<file path="config.mk">
export PLATFORM = sky130hd
export DESIGN_NAME = mem_arbiter
export DESIGN_NICKNAME = d
export VERILOG_FILES = /design/src/rtl/mem_arb_pkg.sv /design/src/rtl/mem_arb_rr.sv /design/src/rtl/mem_arbiter.sv
export SDC_FILE = /design/constraint.sdc
export NUM_CORES = 1
export LEC_CHECK = 0
export BUFFER_PORTS_ARGS = -buffer_cell sky130_fd_sc_hd__buf_2
export CAP_MARGIN = 20
export CELL_PAD_IN_SITES_DETAIL_PLACEMENT = 1
export CELL_PAD_IN_SITES_GLOBAL_PLACEMENT = 1
export CORE_MARGIN = 4
export CORE_UTILIZATION = 33
export CTS_CLUSTER_SIZE = 20
export DETAILED_ROUTE_END_ITERATION = 10
export PLACE_DENSITY = 0.79
export SYNTH_ARGS = -nofsm -noshare
export SYNTH_HDL_FRONTEND = slang
export SYNTH_SLANG_ARGS = --single-unit
export TNS_END_PERCENT = 5
</file>
<file path="constraint.sdc">
create_clock -name clk -period 1.7 [get_ports clk]
set_input_delay 0.34 -clock clk [delete_from_list [all_inputs] [get_ports clk]]
set_output_delay 0.34 -clock clk [all_outputs]
set_load 0.03 [all_outputs]
</file>
<file path="src/rtl/mem_arb_pkg.sv">
// mem_arb_pkg: shared types and constants for the two-port data-memory arbiter.
package mem_arb_pkg;

    localparam int MEM_DEPTH = 3101;
    localparam int DATA_W    = 32;
    localparam int ADDR_W    = 32;

    typedef enum logic [1:0] {
        IDLE   = 2'd0,
        ACCESS = 2'd1,
        RESP   = 2'd2
    } state_e;

    // True when a word address falls outside the populated memory range.
    function automatic logic addr_out_of_range(input logic [ADDR_W-1:0] addr,
                                               input int unsigned depth);
        return (addr >= ADDR_W'(depth));
    endfunction

endpackage

</file>
<file path="src/rtl/mem_arb_rr.sv">
// mem_arb_rr: two-way round-robin picker. On a tie the port that was not
// granted last wins; a lone requester always wins.
module mem_arb_rr
    import mem_arb_pkg::*;
(
    input  logic [1:0] valid,
    input  logic       last_grant,
    output logic [1:0] grant
);

    // One-hot grant from the current requests and the last winner.
    always_comb begin
        grant = 2'b00;
        case (valid)
            2'b01:   grant = 2'b01;
            2'b10:   grant = 2'b10;
            2'b11:   grant = last_grant ? 2'b01 : 2'b10;
            default: grant = 2'b00;
        endcase
    end

endmodule

</file>
<file path="src/rtl/mem_arbiter.sv">
// mem_arbiter: shares the 32-bit word-addressed data memory between the
// load/store port (p0) and the loader/debug port (p1). One transaction at a
// time: IDLE accepts a request, ACCESS holds the memory pins for
// ACCESS_CYCLES cycles, RESP pulses a registered response to the winner.
// Optional feature macro: MEM_ARB_BOUNDS_CHECK_EN (out-of-range addresses are
// not forwarded to memory and are answered with resp_err).
module mem_arbiter
    import mem_arb_pkg::*;
#(
    parameter int unsigned ACCESS_CYCLES = 1,
    parameter int unsigned DEPTH         = MEM_DEPTH
) (
    input  logic              clk,
    input  logic              rst,
    input  logic              p0_valid,
    output logic              p0_ready,
    input  logic              p0_write,
    input  logic [ADDR_W-1:0] p0_addr,
    input  logic [DATA_W-1:0] p0_wdata,
    output logic              p0_resp_valid,
    output logic [DATA_W-1:0] p0_resp_rdata,
    output logic              p0_resp_err,
    input  logic              p1_valid,
    output logic              p1_ready,
    input  logic              p1_write,
    input  logic [ADDR_W-1:0] p1_addr,
    input  logic [DATA_W-1:0] p1_wdata,
    output logic              p1_resp_valid,
    output logic [DATA_W-1:0] p1_resp_rdata,
    output logic              p1_resp_err,
    output logic [ADDR_W-1:0] mem_addr,
    output logic [DATA_W-1:0] mem_wdata,
    output logic              mem_write,
    output logic              mem_read,
    input  logic [DATA_W-1:0] mem_rdata
);

    localparam int CNT_W = (ACCESS_CYCLES > 1) ? $clog2(ACCESS_CYCLES) : 1;
    localparam logic [CNT_W-1:0] CNT_LOAD = CNT_W'(ACCESS_CYCLES - 1);

    state_e            state_q, state_d;
    logic [CNT_W-1:0]  cnt_q, cnt_d;
    logic              last_grant_q, last_grant_d;
    logic              gnt_port_q, gnt_port_d;
    logic              req_write_q, req_write_d;
    logic [ADDR_W-1:0] req_addr_q, req_addr_d;
    logic [DATA_W-1:0] req_wdata_q, req_wdata_d;
    logic [1:0]        resp_valid_q, resp_valid_d;
    logic [1:0]        resp_err_q, resp_err_d;
    logic [DATA_W-1:0] p0_rdata_q, p0_rdata_d;
    logic [DATA_W-1:0] p1_rdata_q, p1_rdata_d;

    logic [1:0]        req_valid_s;
    logic [1:0]        grant_s;
    logic [1:0]        ready_s;
    logic              err_s;
    logic [DATA_W-1:0] load_data_s;

    // Requests are ignored while reset is asserted so nothing is acknowledged
    // that the reset edge would then drop.
    assign req_valid_s = {p1_valid, p0_valid} & {2{~rst}};

    mem_arb_rr u_rr (
        .valid      (req_valid_s),
        .last_grant (last_grant_q),
        .grant      (grant_s)
    );

`ifdef MEM_ARB_BOUNDS_CHECK_EN
    assign err_s = addr_out_of_range(req_addr_q, DEPTH);
`else
    assign err_s = 1'b0;
`endif

    // Stores and rejected accesses return zero data.
    assign load_data_s = (req_write_q || err_s) ? {DATA_W{1'b0}} : mem_rdata;

    // Next-state, request latch, counter and response computation.
    always_comb begin
        state_d      = state_q;
        cnt_d        = cnt_q;
        last_grant_d = last_grant_q;
        gnt_port_d   = gnt_port_q;
        req_write_d  = req_write_q;
        req_addr_d   = req_addr_q;
        req_wdata_d  = req_wdata_q;
        resp_valid_d = 2'b00;
        resp_err_d   = 2'b00;
        p0_rdata_d   = {DATA_W{1'b0}};
        p1_rdata_d   = {DATA_W{1'b0}};
        ready_s      = 2'b00;
        case (state_q)
            IDLE: begin
                if (grant_s != 2'b00) begin
                    ready_s     = grant_s;
                    gnt_port_d  = grant_s[1];
                    req_write_d = grant_s[1] ? p1_write : p0_write;
                    req_addr_d  = grant_s[1] ? p1_addr  : p0_addr;
                    req_wdata_d = grant_s[1] ? p1_wdata : p0_wdata;
                    cnt_d       = CNT_LOAD;
                    state_d     = ACCESS;
                end else begin
                    state_d = IDLE;
                end
            end
            ACCESS: begin
                if (cnt_q == {CNT_W{1'b0}}) begin
                    state_d = RESP;
                    if (gnt_port_q) begin
                        resp_valid_d = 2'b10;
                        resp_err_d   = {err_s, 1'b0};
                        p1_rdata_d   = load_data_s;
                    end else begin
                        resp_valid_d = 2'b01;
                        resp_err_d   = {1'b0, err_s};
                        p0_rdata_d   = load_data_s;
                    end
                end else begin
                    cnt_d = cnt_q - CNT_W'(1);
                end
            end
            RESP: begin
                last_grant_d = gnt_port_q;
                state_d      = IDLE;
            end
            default: begin
                state_d = IDLE;
            end
        endcase
    end

    // Memory pins follow the latched request only while in ACCESS.
    always_comb begin
        mem_addr  = {ADDR_W{1'b0}};
        mem_wdata = {DATA_W{1'b0}};
        mem_write = 1'b0;
        mem_read  = 1'b0;
        if ((state_q == ACCESS) && !err_s) begin
            mem_addr  = req_addr_q;
            mem_wdata = req_wdata_q;
            mem_write = req_write_q;
            mem_read  = ~req_write_q;
        end else begin
            mem_addr  = {ADDR_W{1'b0}};
            mem_wdata = {DATA_W{1'b0}};
            mem_write = 1'b0;
            mem_read  = 1'b0;
        end
    end

    // State, request and response registers with synchronous reset.
    always_ff @(posedge clk) begin
        if (rst) begin
            state_q      <= IDLE;
            cnt_q        <= {CNT_W{1'b0}};
            last_grant_q <= 1'b1;
            gnt_port_q   <= 1'b0;
            req_write_q  <= 1'b0;
            req_addr_q   <= {ADDR_W{1'b0}};
            req_wdata_q  <= {DATA_W{1'b0}};
            resp_valid_q <= 2'b00;
            resp_err_q   <= 2'b00;
            p0_rdata_q   <= {DATA_W{1'b0}};
            p1_rdata_q   <= {DATA_W{1'b0}};
        end else begin
            state_q      <= state_d;
            cnt_q        <= cnt_d;
            last_grant_q <= last_grant_d;
            gnt_port_q   <= gnt_port_d;
            req_write_q  <= req_write_d;
            req_addr_q   <= req_addr_d;
            req_wdata_q  <= req_wdata_d;
            resp_valid_q <= resp_valid_d;
            resp_err_q   <= resp_err_d;
            p0_rdata_q   <= p0_rdata_d;
            p1_rdata_q   <= p1_rdata_d;
        end
    end

    assign p0_ready      = ready_s[0];
    assign p1_ready      = ready_s[1];
    assign p0_resp_valid = resp_valid_q[0];
    assign p1_resp_valid = resp_valid_q[1];
    assign p0_resp_err   = resp_err_q[0];
    assign p1_resp_err   = resp_err_q[1];
    assign p0_resp_rdata = p0_rdata_q;
    assign p1_resp_rdata = p1_rdata_q;

endmodule

</file>
==> results of run 1 <==
logic make-up after synthesis:
kind of cell / synth area share
simple gates: 0.189
compound gates: 0.279
flops: 0.439
buf+inv: 0.0905
mux: 0.00163
other cells: 0.000610
final cells by class:
type / instances / area share
repair buffers: 343 / 0.259
clock buffers: 17 / 0.0445
inverters: 59 / 0.0232
clock inverters: 15 / 0.0200
flip-flops and latches: 135 / 0.283
multi-input cells: 389 / 0.340
well taps: 229 / 0.0300
stage by stage:
stage	total power, mW	setup WS, ns	cell area [um^2]	TNS (ns)	hold slack, ns
finish	9.57	-0.246	9550	-14.97	0.165
global route	9.98	-0.317	9550	-21.02	0.159
CTS	9.56	-0.276	9350	-16.94	0.147
detailed placement	5.38	-0.234	8090	-6.15	0.465
global placement	5.33	-0.211	8090	-4.32	0.457
floorplan	4.69	0.0840	6150	0	0.441
metal layers:
metal  routed length, um  vias to the layer above  share of wire  GRT usage
met5                  14                        -        0.00059          0
met4                 333                        4          0.014     0.0614
met3                1810                       29          0.077     0.0642
met2               12100                      261           0.51      0.391
met1                9280                     2989           0.39      0.256
li1                    -                     2853              -          -
critical path: cells and delay by family (launching register included):
kind | cells | cell delay, ns
buf+inv | 4 | 0.58
simple gates | 2 | 0.28
flops | 1 | 0.33
sequential cells by signal, indices dropped and copies added, names as in the netlist:
signal / cells
gnt_port_q: 1
last_grant_q: 1
p0_resp_rdata: 32
p1_resp_rdata: 32
req_addr_q: 32
req_wdata_q: 32
req_write_q: 1
resp_valid_q: 2
state_q: 2
how the worst max path moves through the flow:
stage | start | endpoint | slack, ns | cells past startpoint
6_report | state_q[1] | mem_addr[22] | -0.25 | 6
5_1_grt | state_q[0] | mem_addr[22] | -0.32 | 6
3_3_place_gp | rst | req_wdata_q[20] | -0.21 | 5
3_5_place_dp | rst | req_wdata_q[18] | -0.23 | 5
2_1_floorplan | state_q[0] | mem_addr[0] | 0.08 | 4
4_1_cts | state_q[0] | mem_addr[6] | -0.28 | 6
power by group:
part           internal [mW]  switching (mW)  leakage (nW)
registers               3.43           0.138          1.11
clock network           2.34            1.56         0.292
logic                  0.935            1.16          2.96
what timing repair did:
item,CTS,global route
resized for setup,196,43
pin swaps,37,15
setup buffers,1,0
setup endpoints to repair,76,112
cloned,2,0
placed cells by master (no fill, tap or decap), types with 27 or more instances in the layout:
cell | synthesis | layout
buf_2 | 16 | 231
dfxtp_1 | 135 | 133
buf_6 | 5 | 69
nor2_1 | 66 | 65
and2_4 | 0 | 59
nand2_1 | 59 | 58
inv_1 | 58 | 57
a2111oi_2 | 39 | 40
a221oi_2 | 39 | 40
nand2b_1 | 35 | 35
buf_4 | 5 | 27
synth_stat cells, types with 16 or more instances:
cell type / n / area (um^2)
a2111oi_0: 16 / 140
a2111oi_2: 39 / 586
a21oi_1: 20 / 100
a221oi_1: 16 / 140
a221oi_2: 39 / 586
and2_1: 65 / 407
buf_2: 16 / 80.1
clkbuf_1: 41 / 154
dfxtp_1: 135 / 2700
inv_1: 58 / 218
nand2_1: 59 / 221
nand2b_1: 35 / 219
nor2_1: 66 / 248
==> results by group, run 1 <==
Status
  • Outcome: finished, violations left
  • Failing checks: negative setup slack

Worst hold path
  • Endpoint, Worst Hold: p0_resp_rdata[27]
  • Hold Crit Class: in -> reg
  • Hold Crit Start: mem_rdata[27]
  • Hold path depth: 3

Drt
  • Mean routed wirelength per cell: approximately 20 um
  • DR vias/cell: 5.17
  • DRC errors left: 0
  • Post-DRT Antenna Nets: 0
  • Vias after detailed routing: just over 6000
  • Router iterations before antenna repair: 4
  • DR iter-0 viols: about 190
  • Drt total wl: roughly 24 mm

Floorplanning
  • Die height: ~140 um
  • Core Region: ~18000 um^2
  • Initial Utilization: 0.339
  • Die Wd: around 140 um
  • IO Pins: slightly above 300
  • FP Rows: 49
  • Die ar.: ~21000 um^2

Clock network
  • Clock Tree Root: clkbuf_16
  • Longest Clk Path Bufs: 2
  • Clk_lat worst skew: approximately 0.42 ns
  • CTS tree: built
  • TritonCTS Sinks: approximately 140
  • Inserted Clock Buffers: 17
  • CTS clock-pin slew for the worst setup and hold paths: approximately 0.060 ns
  • Hold_buf cts: 0
  • H-tree depth: 4

Timing
  • Final Worst Setup Slack: -0.246 ns
  • Period utilisation layout: 1.14
  • Final setup fails: 71
  • Minimum clock period: 1.95 ns
  • Final Hold Fails: 0
  • Worst Skew: 0.0115 ns
  • F_max: between 500 and 600 MHz
  • Fin. max-slew vios: 0
  • RSZ-0062 raised after global routing: true

Worst setup path
  • Reg-to-reg startpoint: state_q[0]
  • FF-to-FF setup slack: -0.02 ns
  • Crit path max fanout: 14
  • Worst Path Required: around 1.4 ns
  • Critical-path cell list: buf_4, nor2b_4, buf_12, buf_12, and2_4, buf_6
  • Slowest cell on crit path: dfxtp_2
  • Biggest cell delay along the critical path: about 0.33 ns
  • CP Launch Type: register
  • Setup CP Type: reg -> out
  • CP Data Arrival Time: approximately 1.6 ns
  • Worst r2r dst: req_addr_q[18]
  • Crit. End Element: output pin
  • FF-to-FF path depth: 4
  • CP most frequent cell: buf_12

Power
  • Cell Pwr Density: approximately 1000 nW/um^2
  • Static Leakage: 4.37 nW
  • Worst IR Drop VDD: approximately 0.63 mV

Cells and area
  • Post-route insts no fill: 1187
  • Register Area: 2710 um^2
  • # fillers: 2071
  • Layout cells sized above 1: 0.558
  • Layout Nets: about 1100
  • Area of the multi-input gates: ~3300 um^2
  • Utilization after layout: 0.526
  • Area Overhead vs Synth: 55.4%
  • Antenna Cells: 0

Place
  • Port Buffers: 299
  • # placed instances: ~1200
  • DP HPWL: roughly 16 mm
  • RePlAce Congestion: approximately 0.80

Logic synthesis
  • Seq/Total Area, Yosys: 0.439
  • Top_reg_cell synth: dfxtp_1
  • Post-synthesis cell type count: 28
  • Post-Syn Area: a little over 6000 um^2
  • Post-Synthesis Cells: approximately 650
  • Seq cells post-synth: ~140
  • Async set-reset flop share out of synthesis: 0
  • Syn Area/Cell: 9.45 um^2
  • Yosys warning total: 0
  • Number of synthesized flops with an enable pin: 0

GRT
  • Initial antenna violation count: 2
  • First-pass GRT wire length: 35.4 mm
  • Congestion Overflow GR: 0
  • Vias in the first global route: approximately 6600
  • Largest net degree at the start of global routing: 50
  • Total Routing Usage GR: 0.219

Job
  • Max Cap Viol: 0
Power figures use the tool's default switching activity.
==> run 2: changes to the inputs <==
--- a/config.mk
+++ b/config.mk
@@ -10,11 +10,12 @@
 export CELL_PAD_IN_SITES_DETAIL_PLACEMENT = 1
 export CELL_PAD_IN_SITES_GLOBAL_PLACEMENT = 1
 export CORE_MARGIN = 4
-export CORE_UTILIZATION = 33
+export CORE_UTILIZATION = 32
 export CTS_CLUSTER_SIZE = 20
 export DETAILED_ROUTE_END_ITERATION = 10
-export PLACE_DENSITY = 0.79
+export PLACE_DENSITY = 0.78
 export SYNTH_ARGS = -nofsm -noshare
 export SYNTH_HDL_FRONTEND = slang
+export SYNTH_HIERARCHICAL = 1
 export SYNTH_SLANG_ARGS = --single-unit
 export TNS_END_PERCENT = 5
==> run 2 against run 1 <==
  * The run still ends with negative setup slack left
  * Clock-buffer cell count stayed put
  * Via count is 13% lower
  * Die area is 4.9% lower
  * Area after synthesis is 8.1% lower
  * Sequential power is 3% lower
  * First-iteration DRC count is 21% lower
  * Register-to-register slack better by 0.22 ns
  * Cell area is 7.3% lower
  * Non-clock buffer count is 15 lower
  * Wire length is 16% lower
  * Flip-flop and latch count stayed put
  * Sequential share of layout area is 2.3 points higher
  * Largest cell class unchanged
  * Highest routed layer is now met4
==> results by group, run 2 <==
Floorplanning
  • FP Rows: 48
  • Initial Utilization: 0.327
  • Die ar.: 19900 um^2
  • IO Pins: between 300 and 400
  • Die Wd: approximately 140 um
  • Core Region: ~17000 um^2
  • Die height: 141 um

Logic synthesis
  • Post-synthesis cell type count: 23
  • Async set-reset flop share out of synthesis: 0
  • Post-Syn Area: approximately 5700 um^2
  • Syn Area/Cell: a little under 10 um^2
  • Synth Area in Compound Gates: 0.187
  • Post-Synth Adder-Cell Area: 0
  • Post-synth top area cell: dfxtp_1
  • Seq/Total Area, Yosys: 0.478
  • Yosys warning total: 6
  • Seq cells post-synth: 135
  • Most frequent cell after synthesis: dfxtp_1
  • Number of synthesized flops with an enable pin: 0
  • Post-synthesis simple-gate area fraction: 0.167
  • Largest family of logic cells by synthesized area: compound AO/OA/AOI/OAI gates
  • Post-synthesis mux area share: 0.115
  • Post-Synthesis Cells: roughly 570
  • Commonest cells in the netlist: dfxtp_1, and2_1, a21oi_1, mux2i_1, nor2_1
  • Top_reg_cell synth: dfxtp_1
  • Synth Area in XOR/XNOR: 0
  • Synth top area share: 0.478
  • Largest cells by area after synthesis: dfxtp_1, mux2i_1, a211oi_2

Worst setup path
  • Delay-heaviest family, CP: simple AND/OR/NAND/NOR gates
  • Buf/Inv on CP: 2
  • Biggest cell delay along the critical path: 0.37 ns
  • Crit path max fanout: 23
  • Setup CP Type: reg -> out
  • Slowest cell on crit path: dfxtp_4
  • Crit. End Element: output pin
  • CP Data Arrival Time: 1.55 ns
  • Critical-path cell list: nor2b_4, buf_12, and2_1, buf_6
  • Worst Path Required: roughly 1.4 ns
  • CP Launch Type: register
  • CP startpoint: state_q[0]
  • Reg-to-reg startpoint: last_grant_q

Timing
  • Final Worst Setup Slack: -0.189 ns
  • F_max: approximately 530 MHz
  • Final setup fails: 68
  • Minimum clock period: ~1.9 ns
  • Worst Skew: between 0.01 and 0.015 ns
  • RSZ-0062 raised after global routing: true
  • Final hold slack: around 0.16 ns
  • Final Hold Fails: 0
  • Fin. max-slew vios: 0
  • Period utilisation layout: 1.11

Cells and area
  • Most frequent cells in the layout: buf_2, dfxtp_1, buf_6
  • Layout cells sized above 1: 0.543
  • Design area: 8860 um^2
  • Most common cell after layout, fill and taps aside: buf_2
  • Utilization after layout: 0.512
  • Layout Nets: between 1000 and 1500
  • Area Overhead vs Synth: 56.7%
  • Antenna Cells: 0

Clock network
  • Inserted Clock Buffers: 17
  • CTS tree: built
  • CTS clock-pin slew for the worst setup and hold paths: approximately 0.060 ns
  • H-tree depth: 4
  • Clock Tree Root: clkbuf_16
  • Clk_lat worst skew: approximately 0.42 ns
  • Longest Clk Path Bufs: 2
  • TritonCTS Sinks: ~140

Drt
  • Router iterations before antenna repair: 4
  • DR iter-0 viols: 148
  • Mean routed wirelength per cell: around 18 um
  • DR vias/cell: ~4.9
  • Post-DRT Antenna Nets: 0
  • Vias after detailed routing: 5341
  • Drt total wl: about 20 mm
  • DRC errors left: 0

Worst hold path
  • Hold Crit Class: in -> reg
  • Hold Crit Start: mem_rdata[23]

Status
  • Failing checks: negative setup slack
  • Outcome: finished, violations left

Place
  • Port Buffers: roughly 300
  • Cell Area, Placed: about 7700 um^2
  • RePlAce Congestion: roughly 0.74
  • DP HPWL: between 10 and 15 mm

Job
  • Max Cap Viol: 0

GRT
  • First-pass GRT wire length: about 30 mm
  • Initial antenna violation count: 0
  • Vias in the first global route: 5720
  • Total Routing Usage GR: 0.195
  • Largest net degree at the start of global routing: between 40 and 50
  • Congestion Overflow GR: 0

Power
  • Worst IR Drop VDD: about 0.7 mV
  • Final Total Pwr: 9.09 mW
  • Cell Pwr Density: roughly 1000 nW/um^2
  • Static Leakage: ~4 nW
[run 2: routing by layer]
| layer | routed length [um] | vias up | part of all wire | global-route usage |
|---|---|---|---|---|
| met2 | 10300 | 204 | 0.52 | 0.352 |
| met4 | 480 | 0 | 0.024 | 0.0755 |
| met1 | 7690 | 2570 | 0.39 | 0.219 |
| met3 | 1370 | 28 | 0.069 | 0.0526 |
| met5 | 0 | - | 0 | 0 |
| li1 | - | 2539 | - | - |
[run 2: layout make-up]
class,count,area [um^2]
multi-input combinational,378,2900
sequential,135,2710
tap,225,282
clock buffer,17,425
clock inverter,15,211
fill,1980,8440
timing repair buffer,328,2310
inverter,3,11.3
[run 2: power by group]
part	internal, mW	total [mW]	leakage, nW	switching [mW]
Clock	2.49	4.01	0.310	1.52
Sequential	3.36	3.47	1.10	0.119
Combinational	0.733	1.60	2.57	0.864
Total	6.58	9.09	3.99	2.51
[run 2: worst paths after layout]
kind | to | slack (ns) | depth (start not counted)
min reg2reg | req_addr_q[2] | 0.51 | 2
max | mem_wdata[20] | -0.19 | 4
min | p0_resp_rdata[23] | 0.16 | 3
max reg2reg | req_wdata_q[24] | 0.20 | 6
[run 2: worst reg2reg max path, stage by stage (launching register included)]
cell	delay, ns
dfxtp_2	0.34
inv_2	0.06
a21boi_2	0.05
or2_4	0.29
and2_4	0.21
buf_12	0.17
a211oi_1	0.29
[run 2: what timing repair did]
| item | in CTS | in global routing |
|---|---|---|
| hold endpoints to repair | 0 | 0 |
| hold buffers | 0 | 0 |
| setup endpoints to repair | 68 | 68 |
| gates cloned | 1 | 0 |
| pin swaps | 5 | 16 |
| setup buffers | 1 | 0 |
| resized for setup | 110 | 79 |
[run 2: through the flow]
stage               TNS (ns)  std cells  setup slack (ns)
finish                -10.42       1101            -0.189
global route          -14.52       1101            -0.249
CTS                   -13.89       1102            -0.246
detailed placement     -3.65       1068           -0.0971
global placement       -1.59       1068           -0.0642
floorplan              -7.37        572            -0.130
[run 2: logic make-up after synthesis]
group | count (synthesis)
AOI/OAI and AO/OA | 135
other | 1
buffers and inverters | 59
and+or+nand+nor | 176
DFF | 135
muxes | 65
==> run 3: changes to the inputs <==
--- a/config.mk
+++ b/config.mk
@@ -14,6 +14,7 @@
 export CTS_CLUSTER_SIZE = 20
 export DETAILED_ROUTE_END_ITERATION = 10
 export PLACE_DENSITY = 0.78
+export SKIP_LAST_GASP = 1
 export SYNTH_ARGS = -nofsm -noshare
 export SYNTH_HDL_FRONTEND = slang
 export SYNTH_HIERARCHICAL = 1
==> constraint.sdc (replaced) <==
create_clock -name clk -period 2 [get_ports clk]
set_input_delay 0.4 -clock clk [delete_from_list [all_inputs] [get_ports clk]]
set_output_delay 0.4 -clock clk [all_outputs]
set_load 0.03 [all_outputs]
==> run 3 against run 2 <==
  * The run now ends clean
  * Critical path depth grew 1
  * Setup slack improved by 0.21 ns
  * Clock-buffer cell count unchanged
  * Critical path type unchanged
  * Critical endpoint is now mem_wdata[29]
  * Largest cell class is now registers
==> results by group, run 3 (synthesized netlist as in run 2, its figures left out) <==
Status
  • Outcome: finished, final reports clean

Cells and area
  • Utilization after layout: 0.479
  • Register Area: between 2000 and 3000 um^2
  • Layout cells sized above 1: 0.466
  • Antenna Cells: 0
  • Area Overhead vs Synth: 46.5%
  • Area of the multi-input gates: around 2700 um^2
  • Layout Nets: slightly above 1000
  • Most common cell after layout, fill and taps aside: buf_2
  • Post-route insts no fill: 1097
  • # fillers: 2033
  • Most frequent cells in the layout: buf_2, dfxtp_1, and2_1

Drt
  • Met3 wire len: approximately 1.5 mm
  • Metal2 WL: roughly 9.3 mm
  • Drt total wl: around 20 mm
  • DRT met1 WL: approximately 8.4 mm
  • Mean routed wirelength per cell: 17.8 um
  • Vias after detailed routing: ~5200
  • Router iterations before antenna repair: 4
  • Top Metal Used: met4
  • Post-DRT Antenna Nets: 0
  • DR vias/cell: roughly 4.8
  • DRC errors left: 0
  • DR iter-0 viols: between 150 and 200

Power
  • Static Leakage: ~3.8 nW
  • Cell Pwr Density: 891 nW/um^2
  • Worst IR Drop VDD: 0.595 mV
  • Final Total Pwr: 7.37 mW

GRT
  • First-pass GRT wire length: around 29 mm
  • Vias in the first global route: roughly 5500
  • Largest net degree at the start of global routing: 69
  • Initial antenna violation count: 0
  • Total Routing Usage GR: 0.185
  • Congestion Overflow GR: 0

Floorplanning
  • Die ar.: 19900 um^2
  • Die Wd: 141 um
  • Initial Utilization: 0.327
  • Core Region: 17300 um^2
  • FP Rows: 48
  • IO Pins: between 300 and 400
  • Die height: 141 um

Worst setup path
  • CP Launch Type: register
  • Slowest cell on crit path: dfxtp_4
  • Biggest cell delay along the critical path: around 0.37 ns
  • Critical-path cell list: nor2b_4, buf_12, clkbuf_16, and2_1, buf_6
  • Setup CP Type: reg -> out
  • Crit path max fanout: 10
  • Worst Path Required: between 1.5 and 2 ns
  • Buf/Inv on CP: 3
  • CP Data Arrival Time: ~1.6 ns
  • FF-to-FF setup slack: around 0.37 ns
  • Delay-heaviest family, CP: buffers and inverters
  • Crit. End Element: output pin

Place
  • Place WS: between 0.006 and 0.007 ns
  • RePlAce Congestion: about 0.74
  • DP HPWL: approximately 14 mm
  • Port Buffers: 299
  • # placed instances: 1061

Timing
  • Post-Route Setup TNS: 0 ns
  • Relative slew margins: 0.342
  • Final Hold Fails: 0
  • Worst-margin pin slew: 0.987 ns
  • RSZ-0062 raised after global routing: true
  • Minimum clock period: approximately 2 ns
  • F_max: slightly above 500 MHz
  • Final Worst Setup Slack: 0.0186 ns
  • Period utilisation layout: 0.991
  • Final setup fails: 0
  • Worst Skew: between 0.007 and 0.008 ns
  • Fin. max-slew vios: 0

Clock network
  • Inserted Clock Buffers: 17
  • Longest Clk Path Bufs: 2
  • CTS tree: built
  • Clock Tree Root: clkbuf_16
  • Hold_buf cts: 0
  • TritonCTS Sinks: roughly 140
  • CTS clock-pin slew for the worst setup and hold paths: approximately 0.06 ns
  • Clk_lat worst skew: about 0.4 ns
  • H-tree depth: 4

Job
  • Max Cap Viol: 0

Worst hold path
  • Hold Crit Class: in -> reg
[run 3: cell count changes in the layout (fill, tap and decap cells not counted), moves of 23 or more]
cell      previous run  this run
a21oi_1             25        65
buf_6               67         3
clkbuf_4             0        24
a21oi_2             40         0
and2_1              44        67
buf_4               17        41
[run 3: report_power, final]
part | internal (mW) | switching (mW)
sequential | 2.85 | 0.0787
combinational | 0.535 | 0.696
clock | 1.97 | 1.24
[run 3: worst reg2reg max path, delay by kind of cell, from the launching register on]
family          cells  cell delay [ns]
compound gates      3             0.56
buf+inv             2             0.43
flops               1             0.39
simple gates        1             0.16
[run 3: per-layer routing]
metal | up-vias | GRT usage
met5 | - | 0
met4 | 0 | 0.0592
met3 | 19 | 0.0590
met2 | 216 | 0.308
met1 | 2478 | 0.228
li1 | 2527 | -
[run 3: cell type report]
class,instances,share of cell area
Clock buffer,17,0.0514
Clock inverter,14,0.0213
Inverter,3,0.00136
Multi-Input combinational cell,378,0.324
Sequential cell,135,0.327
Tap cell,225,0.0340
Timing Repair Buffer,325,0.240
[run 3: per-stage QoR]
stage          area (um^2)  hold WS [ns]
6_report              8280         0.203
5_1_grt               8280         0.192
4_1_cts               8010         0.193
3_5_place_dp          7400         0.510
3_3_place_gp          7400         0.500
2_1_floorplan         5660         0.466
[run 3: path summary, 6_finish.rpt]
kind / end / startpoint / cells after the start
worst max-delay path: mem_wdata[29] / state_q[0] / 5
worst min-delay path: state_q[1] / rst / 2
worst max register to register: req_addr_q[27] / last_grant_q / 6
worst min register to register: req_addr_q[3] / req_addr_q[3] / 2
[run 3: repair_timing]
action | in CTS | in global routing
setup buffers | 0 | 1
gates cloned | 0 | 4
endpoints found under the setup margin | 64 | 68
gates resized for setup | 4 | 87
